**src/rtl/cdv_pkg.sv**
```systemverilog
// Shared constants, FSM encoding and arithmetic helpers for the chroma DC
// error-diffusion quantiser.
package cdv_pkg;
    localparam int C1         = 7;
    localparam int C2         = 8;
    localparam int DSH        = 3;
    localparam int QFIX       = 17;
    localparam int DSCALE     = 1;
    localparam int NBLK       = 8;
    localparam int DC_W       = 16;
    localparam int ERR_W      = 8;
    localparam int DERR_LANES = 6;

    typedef enum logic [2:0] {
        ST_IDLE,
        ST_RD,
        ST_LAT,
        ST_ADD,
        ST_MUL,
        ST_QNT,
        ST_DONE
    } state_t;

    // Left/top words carry byte lane (2*ch + idx): {ch1.1, ch1.0, ch0.1, ch0.0}.
    function automatic logic signed [ERR_W-1:0] lt_lane(
        input logic [31:0] w,
        input logic        ch,
        input logic        idx
    );
        return w[{ch, idx, 3'b000} +: ERR_W];
    endfunction

    // Floor-weighted blend of a top and a left error: (7*T + 8*L) >>> 3.
    function automatic logic signed [DC_W-1:0] diffuse(
        input logic signed [ERR_W-1:0] t,
        input logic signed [ERR_W-1:0] l
    );
        logic signed [DC_W-1:0] tw;
        logic signed [DC_W-1:0] lw;
        logic signed [DC_W-1:0] acc;
        tw  = {{(DC_W-ERR_W){t[ERR_W-1]}}, t};
        lw  = {{(DC_W-ERR_W){l[ERR_W-1]}}, l};
        acc = tw * 16'(C1) + lw * 16'(C2);
        return acc >>> DSH;
    endfunction
endpackage

```
**src/rtl/correct_dc_values_dc_quant_single.sv**
```systemverilog
// Single-DC quantiser: the MUL cycle registers the reciprocal-scaled level of |c|,
// the QNT cycle rescales by q and forms the halved diffusion error.
module dc_quant_single
    import cdv_pkg::*;
(
    input  logic                    clk,
    input  logic                    rst,
    input  logic                    mul_en,
    input  logic signed [DC_W-1:0]  c,
    input  logic [15:0]             q,
    input  logic [15:0]             iq,
    input  logic [31:0]             bias,
    input  logic [31:0]             zthresh,
    output logic signed [DC_W-1:0]  out,
    output logic signed [ERR_W-1:0] e
);
    logic [15:0]            mag;
    logic                   sign_reg;
    logic                   nz_reg;
    logic [15:0]            mag_reg;
    logic [15:0]            lev_reg;
    logic signed [DC_W-1:0] c_reg;
    logic [15:0]            qv;
    logic [15:0]            resid;
    logic signed [DC_W-1:0] err_full;

    // |-32768| stays 0x8000, read as unsigned 32768.
    assign mag = c[15] ? (16'd0 - $unsigned(c)) : $unsigned(c);

    always_ff @(posedge clk) begin
        if (rst) begin
            sign_reg <= 1'b0;
            nz_reg   <= 1'b0;
            mag_reg  <= '0;
            lev_reg  <= '0;
            c_reg    <= '0;
        end else if (mul_en) begin
            sign_reg <= c[15];
            nz_reg   <= {16'd0, mag} > zthresh;
            mag_reg  <= mag;
            lev_reg  <= 16'((33'(mag) * 33'(iq) + 33'(bias)) >> QFIX);
            c_reg    <= c;
        end
    end

    always_comb begin
        out      = '0;
        err_full = '0;
        qv       = lev_reg * q;
        resid    = mag_reg - qv;
        if (nz_reg) begin
            out      = sign_reg ? $signed(16'd0 - qv) : $signed(qv);
            err_full = sign_reg ? $signed(16'd0 - resid) : $signed(resid);
        end else begin
            err_full = c_reg;
        end
        e = ERR_W'(err_full >>> DSCALE);
    end
endmodule

```
**src/rtl/correct_dc_values.sv**
```systemverilog
// Chroma DC error-diffusion quantiser: fetches the top-error word for column x, applies
// top/left diffusion to the eight U/V DCs and quantises them one block at a time.
module correct_dc_values
    import cdv_pkg::*;
#(
    parameter int XW = 10
) (
    input  logic          clk,
    input  logic          rst,
    input  logic          start,
    input  logic [XW-1:0] x,
    input  logic [31:0]   left_derr,
    input  logic [127:0]  dc_in,
    input  logic [15:0]   q,
    input  logic [15:0]   iq,
    input  logic [31:0]   bias,
    input  logic [31:0]   zthresh,
    output logic          top_derr_en,
    output logic [XW-1:0] top_derr_addr,
    input  logic [31:0]   top_derr_rd,
    output logic [127:0]  dc_out,
    output logic [47:0]   derr,
    output logic          busy,
    output logic          done
);
    state_t                  state_reg;
    state_t                  state_next;
    logic [2:0]              blk_reg;
    logic [XW-1:0]           addr_reg;
    logic [31:0]             left_reg;
    logic [31:0]             top_reg;
    logic [127:0]            dc_reg;
    logic [15:0]             q_reg;
    logic [15:0]             iq_reg;
    logic [31:0]             bias_reg;
    logic [31:0]             zthresh_reg;
    logic signed [DC_W-1:0]  c_reg;
    logic signed [DC_W-1:0]  c_next;
    logic signed [DC_W-1:0]  dc_cur;
    logic signed [ERR_W-1:0] t_sel;
    logic signed [ERR_W-1:0] l_sel;
    logic signed [DC_W-1:0]  q_out;
    logic signed [ERR_W-1:0] q_e;
    logic signed [DC_W-1:0]  res_dc [NBLK];
    logic signed [ERR_W-1:0] res_e  [NBLK];
    logic                    ch;

    assign ch            = blk_reg[2];
    assign top_derr_en   = (state_reg == ST_RD);
    assign top_derr_addr = addr_reg;
    assign busy          = (state_reg != ST_IDLE);
    assign done          = (state_reg == ST_DONE);

    always_comb begin
        state_next = state_reg;
        case (state_reg)
            ST_IDLE: if (start) state_next = ST_RD;
            ST_RD:   state_next = ST_LAT;
            ST_LAT:  state_next = ST_ADD;
            ST_ADD:  state_next = ST_MUL;
            ST_MUL:  state_next = ST_QNT;
            ST_QNT:  state_next = (blk_reg == 3'(NBLK - 1)) ? ST_DONE : ST_ADD;
            ST_DONE: state_next = ST_IDLE;
            default: state_next = ST_IDLE;
        endcase
    end

    // Block b of a channel blends neighbours already known at this point in the raster:
    // stored top/left errors at the edges, freshly computed errors inside the 2x2.
    always_comb begin
        t_sel = '0;
        l_sel = '0;
        case (blk_reg[1:0])
            2'd0: begin
                t_sel = lt_lane(top_reg, ch, 1'b0);
                l_sel = lt_lane(left_reg, ch, 1'b0);
            end
            2'd1: begin
                t_sel = lt_lane(top_reg, ch, 1'b1);
                l_sel = res_e[{ch, 2'd0}];
            end
            2'd2: begin
                t_sel = res_e[{ch, 2'd0}];
                l_sel = lt_lane(left_reg, ch, 1'b1);
            end
            default: begin
                t_sel = res_e[{ch, 2'd1}];
                l_sel = res_e[{ch, 2'd2}];
            end
        endcase
        dc_cur = dc_reg[{blk_reg, 4'b0000} +: DC_W];
        c_next = dc_cur + diffuse(t_sel, l_sel);
    end

    always_ff @(posedge clk) begin
        if (rst) begin
            state_reg   <= ST_IDLE;
            blk_reg     <= '0;
            addr_reg    <= '0;
            left_reg    <= '0;
            top_reg     <= '0;
            dc_reg      <= '0;
            q_reg       <= '0;
            iq_reg      <= '0;
            bias_reg    <= '0;
            zthresh_reg <= '0;
            c_reg       <= '0;
        end else begin
            state_reg <= state_next;
            case (state_reg)
                ST_IDLE: if (start) begin
                    blk_reg     <= '0;
                    addr_reg    <= x;
                    left_reg    <= left_derr;
                    dc_reg      <= dc_in;
                    q_reg       <= q;
                    iq_reg      <= iq;
                    bias_reg    <= bias;
                    zthresh_reg <= zthresh;
                end
                ST_LAT:  top_reg <= top_derr_rd;
                ST_ADD:  c_reg   <= c_next;
                ST_QNT:  blk_reg <= blk_reg + 3'd1;
                default: ;
            endcase
        end
    end

    always_ff @(posedge clk) begin
        if (rst) begin
            for (int i = 0; i < NBLK; i++) begin
                res_dc[i] <= '0;
                res_e[i]  <= '0;
            end
        end else if (state_reg == ST_QNT) begin
            res_dc[blk_reg] <= q_out;
            res_e[blk_reg]  <= q_e;
        end
    end

    dc_quant_single u_quant (
        .clk     (clk),
        .rst     (rst),
        .mul_en  (state_reg == ST_MUL),
        .c       (c_reg),
        .q       (q_reg),
        .iq      (iq_reg),
        .bias    (bias_reg),
        .zthresh (zthresh_reg),
        .out     (q_out),
        .e       (q_e)
    );

    // e0 of each channel stays internal; derr exposes e1..e3 per channel.
    genvar gi;
    generate
        for (gi = 0; gi < NBLK; gi++) begin : g_dc_pack
            assign dc_out[DC_W*gi +: DC_W] = res_dc[gi];
        end
        for (gi = 0; gi < DERR_LANES; gi++) begin : g_derr_pack
            localparam int SRC = 4 * (gi / 3) + (gi % 3) + 1;
            assign derr[ERR_W*gi +: ERR_W] = res_e[SRC];
        end
    endgenerate
endmodule
```
**config.mk**
```make
export PLATFORM = sky130hd
export DESIGN_NAME = correct_dc_values
export DESIGN_NICKNAME = d
export VERILOG_FILES = /design/src/rtl/cdv_pkg.sv /design/src/rtl/correct_dc_values_dc_quant_single.sv /design/src/rtl/correct_dc_values.sv
export SDC_FILE = /design/constraint.sdc
export NUM_CORES = 2
export LEC_CHECK = 0
export ABC_AREA = 1
export CAP_MARGIN = 20
export CORE_MARGIN = 2
export CORE_UTILIZATION = 30
export DETAILED_ROUTE_END_ITERATION = 6
export GPL_ROUTABILITY_DRIVEN = 0
export PLACE_DENSITY_LB_ADDON = 0.3
export SLEW_MARGIN = 20
export SYNTH_ARGS = -nofsm -noshare
export SYNTH_HDL_FRONTEND = slang
export SYNTH_SLANG_ARGS = --single-unit
```
**constraint.sdc**
```tcl
create_clock -name clk -period 8.6 [get_ports clk]
set_clock_uncertainty 0.15 [all_clocks]
set_input_delay 0.86 -clock clk [delete_from_list [all_inputs] [get_ports clk]]
set_output_delay 0.86 -clock clk [all_outputs]
set_load 0.05 [all_outputs]
```
# Word-level counts from Yosys, hierarchy flattened
# Memory sizes are Yosys's and may differ from the RTL's. A register that Yosys moved wholly into a read port is not among the register bits.
# Index checks and enable logic that the tools add are counted.
dict set report word_totals {
  elab_cells 82
  reg_bits 356
  n_memories 2
  mem_bits_rw 192
  output_inout_bits 189
}
# memory depth width rd rd_clocked_by_memory_dff write_ports line_no
set memory_table {}
lappend memory_table {res_dc 8 16 8 0 8 correct_dc_values.sv:44} ;# logic signed [DC_W-1:0] res_dc [NBLK];
lappend memory_table {res_e 8 8 9 3 8 correct_dc_values.sv:45} ;# logic signed [ERR_W-1:0] res_e [NBLK];
dict set report op_classes {
  muxes 29
  n_mul 3
  n_shift 5
  order_cmp 1
  n_addsub 8
  eq_ne 10
  reduce_logical 8
}
# cell count
set ops {}
lappend ops {{variable part select 128 x 8 -> 16 bit} 1}
lappend ops {{variable part select 32 x 6 -> 8 bit} 4}
lappend ops {{two-way mux 16 bit} 4}
lappend ops {{case mux 8 bit (3 select lines)} 2}
lappend ops {{adder 32 x 32 -> 33 bit} 1}
lappend ops {{two-way mux 3 bit} 11}
lappend ops {{> comparator 16 x 32 -> 1 bit} 1}
lappend ops {{multiplier 16 x 16 -> 32 bit} 1}
lappend ops {{subtractor 1 x 16 -> 16 bit, first input constant} 2}
lappend ops {{two-way mux 9 bit} 2}
lappend ops {{case mux 3 bit (6 select lines)} 1}
lappend ops {{adder 16 x 10 -> 16 bit} 1}
lappend ops {{multiplier 16 x 16 -> 16 bit} 1}
lappend ops {{OR reduction 16 bit} 1}
lappend ops {{adder 12 x 11 -> 13 bit} 1}
lappend ops {{equality test 3 bit, second input constant} 4}
lappend ops {{multiplier 8 x 4 -> 12 bit, second input constant} 1}
lappend ops {{subtractor 1 x 9 -> 9 bit, first input constant} 1}
lappend ops {{subtractor 9 bit} 1}
lappend ops {{two-way mux 8 bit} 1}
lappend ops {{OR reduction 8 bit} 1}
lappend ops {{two-way mux 1 bit} 7}
lappend ops {{equality test 3 x 2 -> 1 bit, second input constant} 2}
lappend ops {{case mux 3 bit (2 select lines)} 1}
lappend ops {{10 further kinds} 11}

# Longest topological paths before layout
dict set report depth {
  depth_word 6
  ltp_mapped 42
  mapped_depth_nobuf 40
}

# Modules after synthesis
# A second synthesis with hierarchy kept.
dict set report unflattened {
  hier_cells 4939
  hier_area_um2 38894.8
}
# module instances area_each_um2 cells_each seq_area_each_um2
set modules_own_cells {}
lappend modules_own_cells {correct_dc_values 1 21832.2 2497 12191.7}
lappend modules_own_cells {dc_quant_single 1 17062.6 2442 700.7}

# Least setup slack after synthesis
# No wires, ideal clock.
dict set report synth_path {
  path_type {flip-flop to flip-flop}
  from {register c_reg[0]}
  to {register u_quant.lev_reg[4]}
  path_stages_with_launch 37
  n_path_buf 2
  t_arrival_ns 6.402
  period_less_slack_ns 6.667
  setup_time_ns 0.115
  path_slack_ns 1.933
  path_cell_list {dfxtp_1 buf_6 inv_2 ha_1 inv_1 nor3_2 inv_1 nor3_2 inv_2 nor3_2 nand3_1 nand2_1 o21ai_1 xor2_1 inv_2 buf_6 nand2_1 fa_1 fa_1 fa_1 inv_1 fa_1 fa_1 inv_1 fa_1 inv_1 ha_1 nand2_1 inv_1 a21oi_1 a21boi_0 nand2_1 nand2_1 nand2_1 xor2_1 o21ai_0 inv_1}
}
dict set report synth_between {
  elab_chain_len 4
}
# item line_no
set synth_rtl {}
lappend synth_rtl {{start: declaration} correct_dc_values.sv:37} ;# logic signed [DC_W-1:0] c_reg;
lappend synth_rtl {{start signal: assignment} correct_dc_values.sv:122} ;# ST_ADD: c_reg <= c_next;
lappend synth_rtl {{subtractor 1 x 16 -> 16 bit} correct_dc_values_dc_quant_single.sv:28} ;# assign mag = c[15] ? (16'd0 - $unsigned(c)) : $unsigned(c);
lappend synth_rtl {{two-way mux 16 bit (*)} correct_dc_values_dc_quant_single.sv:28}
lappend synth_rtl {{multiplier 16 x 16 -> 32 bit (*)} correct_dc_values_dc_quant_single.sv:41} ;# lev_reg <= 16'((33'(mag) * 33'(iq) + 33'(bias)) >> QFIX);
lappend synth_rtl {{adder 32 x 32 -> 33 bit (*)} correct_dc_values_dc_quant_single.sv:41}
lappend synth_rtl {{end signal: assignment} correct_dc_values_dc_quant_single.sv:41}
lappend synth_rtl {{end: declaration} correct_dc_values_dc_quant_single.sv:21} ;# logic [15:0] lev_reg;
# Mark *: on every way between the ends. The rest lies on a longest branch, timed or not.
# A chain may end at the register's enable or synchronous reset.

# Worst setup path after layout
dict set report layout_path {
  from {register c_reg[0]}
  to {register u_quant.lev_reg[9]}
}
# The elaborated chain is that of the path after synthesis.

==> summary.txt <==
Top area cells in the synthesized netlist = dfxtp_1 (19%), fa_1 (17%), edfxtp_1 (15%)
DRT antenna net count = 0
Post-synthesis cell type count = 60
P_leak = 20.8 nW
Final Hold Fails = 0
Grt total ovfl = 0
Slew Viols, Final = 0
IO buf count = 489
Finished Cell Area = 46800 µm²
First-pass GRT wire length = 198000 µm
CTS Buf Count = 68
Total number of vias = 32597
EDFF count, synth = 192
Setup bufs post-CTS = 0
DRT Pass-1 Iters = 6
CP Launch Type = flip-flop
H-tree levels = 3
Endpoints failing setup = 0
Post-Syn Area = 38100 µm²
Total track usage = 20.0%
Setup TNS = 0 ns
# Max-Cap Violations = 0
Post-synth ARST share = 0%
Die Area = 130000 µm²
Die H = 360 µm
Critical Path Start = c_reg[0]
Utilization after layout = 37.2%
Syn Nets = 5574
Maximum VDD drop = 132 µV
WP data arrival = 8.28 ns
Die Width = 360 µm
Core area = 126000 µm²
Setup WS pre-CTS = 0.788 ns
Wire per inst = 19.2 µm
# DRC = 0
Synthesis-stage register bit count = 548
CP required = 8.99 ns
Vias in the first global route = 32267
CTS tree = built
Share of post-route cells with drive strength above 1 = 4.10%
Initial Util = 30.3%
Fmax achieved = 127 MHz
Seq/Total Area, Yosys = 33.9%
Syn. warnings = 0
Outcome = complete, no violations
Crit path capture type = flip-flop
Site Rows = 130
Cells after synthesis = 4735
# hold bufs at CTS = 0
RSZ-0062 raised after global routing = no
Min setup slack post-route = 0.708 ns
Root Driver = clkbuf_16
Worst slew margin = 21.0%
Clock transition at the registers of the reported paths = 0.05 ns
Slowest stage cell, crit path = dfxtp_1
Nets@finish = 5954
Drt via density = 4.78
IO Count = 490
Area share of the largest cell type after synthesis = 18.7%
Area leader, netlist = dfxtp_1
Avg Inst Size Synth = 8.04 µm²
Starting DRT DRC Count = 2619
Drt total wl = 131000 µm
Critical Path Max Stage Delay = 0.57 ns
DP Area = 44500 µm²
Crit path max fanout = 17
Post-CTS Resized = 0
Min Tclk post-route = 7.89 ns
HPWL after detailed placement = 101000 µm
Setup CP Type = flip-flop to flip-flop
Largest net degree at the start of global routing = 271
Clock latency on the worst-skew pair = 0.67 ns
Worst r2r src = c_reg[0]
Hold_sp = left_reg[25]
Antenna violations before repair = 8
Max clock buf depth = 3
Syn-to-layout area delta = 22.8%
Tightest Hold Check Type = flip-flop to flip-flop
Sink Count = 548
Cell family with most CP delay = adder cells
Pwr/cell area = 167 nW/µm²
Worst-Margin Slew = 1.18 ns
Fin Hold WS = 0.292 ns
Ys flop type = dfxtp_1
Crit path buf inv count = 9
Crit share post-route = 91.8%
==> worst paths after layout <==
| path | end | slack, ns | cells after the start |
|---|---|---|---|
| hold / removal | left_reg[25] | 0.29 | 2 |
| setup / recovery | u_quant.lev_reg[9] | 0.71 | 34 |
| hold reg to reg | left_reg[25] | 0.29 | 2 |
| setup reg to reg | u_quant.lev_reg[9] | 0.71 | 34 |
==> logic make-up after synthesis <==
logic type      after synthesis  synth area share [%]
xor+xnor                     43                  1.01
buf+inv                    1222                  12.2
mux                           6                 0.158
flops                       548                  33.9
fa+ha+maj                   538                  24.0
simple gates               1412                  15.2
compound gates              966                  13.6
==> through the flow <==
step,total power [mW],std cells
2_1_floorplan,4.30,4735
3_3_place_gp,4.97,6695
3_5_place_dp,5.00,6695
4_1_cts,7.91,6816
5_1_grt,8.24,6817
6_report,7.82,6819
==> layer usage <==
metal | part of all wire (%) | global-route usage [%] | routed length (µm)
met1 | 43 | 26.1 | 56600
met2 | 45 | 31.8 | 59000
met3 | 7.5 | 4.87 | 9880
met4 | 4.1 | 7.60 | 5430
met5 | 0.057 | 0 | 75
==> power breakdown <==
group          switching (mW)  leakage (nW)  internal (mW)
Clock                    1.21          1.08           1.66
Combinational            1.20          14.8          0.680
Sequential              0.175          4.91           2.89
Total                    2.59          20.8           5.23
==> tightest hold or removal path, stage by stage (launching register included) <==
cell     delay, ns
dfxtp_1       0.30
inv_1         0.05
a21oi_1       0.05
==> synthesized netlist by cell type, drive strengths merged, types with 2 or more instances <==
| library cell | number |
|---|---|
| o21ai | 436 |
| and2 | 2 |
| o211ai | 14 |
| nor2 | 515 |
| nor4 | 11 |
| o31ai | 2 |
| nand3 | 123 |
| edfxtp | 192 |
| dfxtp | 356 |
| a221oi | 16 |
| nand2 | 702 |
| buf | 35 |
| nor3 | 17 |
| o2111ai | 10 |
| xor2 | 25 |
| a22oi | 16 |
| clkinv | 7 |
| mux2i | 6 |
| a21oi | 403 |
| o22ai | 33 |
| a211oi | 3 |
| inv | 994 |
| clkbuf | 186 |
| a31oi | 9 |
| o21bai | 6 |
| ha | 220 |
| a21o | 9 |
| xnor2 | 18 |
| a21boi | 2 |
| nand3b | 14 |
| fa | 318 |
| a32o | 2 |
| nand4 | 21 |
| or2 | 7 |
==> final cells by class <==
| cell class | instances | area, µm² |
|---|---|---|
| well taps | 1650 | 2060 |
| repair buffers | 531 | 5250 |
| diodes | 3 | 7.51 |
| multi-input cells | 2965 | 20600 |
| fillers | 12944 | 79000 |
| clock inverters | 28 | 307 |
| inverters | 1001 | 3760 |
| flip-flops and latches | 548 | 12900 |
| clock buffers | 93 | 1910 |
==> cells in the final DEF (no fill, tap or decap), types with 6 or more instances in the layout <==
master | Yosys | layout
a21o_1 | 9 | 9
a21oi_1 | 402 | 402
a221oi_1 | 16 | 16
a22oi_1 | 16 | 16
a31oi_1 | 8 | 8
buf_4 | 1 | 39
clkbuf_1 | 184 | 15
clkbuf_16 | 0 | 69
clkbuf_8 | 0 | 9
clkdlybuf4s50_1 | 0 | 489
clkinv_1 | 7 | 10
clkinv_2 | 0 | 10
dfxtp_1 | 356 | 356
edfxtp_1 | 192 | 192
fa_1 | 318 | 318
ha_1 | 220 | 220
inv_1 | 983 | 981
inv_2 | 11 | 12
mux2i_1 | 6 | 6
nand2_1 | 690 | 688
nand2_2 | 9 | 11
nand3_1 | 115 | 114
nand3_2 | 7 | 7
nand3b_1 | 14 | 14
nand4_1 | 20 | 20
nor2_1 | 507 | 507
nor2_2 | 6 | 6
nor3_1 | 11 | 11
nor4_1 | 11 | 11
o2111ai_1 | 10 | 10
o211ai_1 | 14 | 14
o21ai_0 | 417 | 417
o21ai_1 | 17 | 12
o21ai_2 | 2 | 7
o21bai_1 | 6 | 6
o22ai_1 | 33 | 33
xnor2_1 | 17 | 17
xor2_1 | 25 | 25
Note: power is estimated with default switching activity, not from simulation.
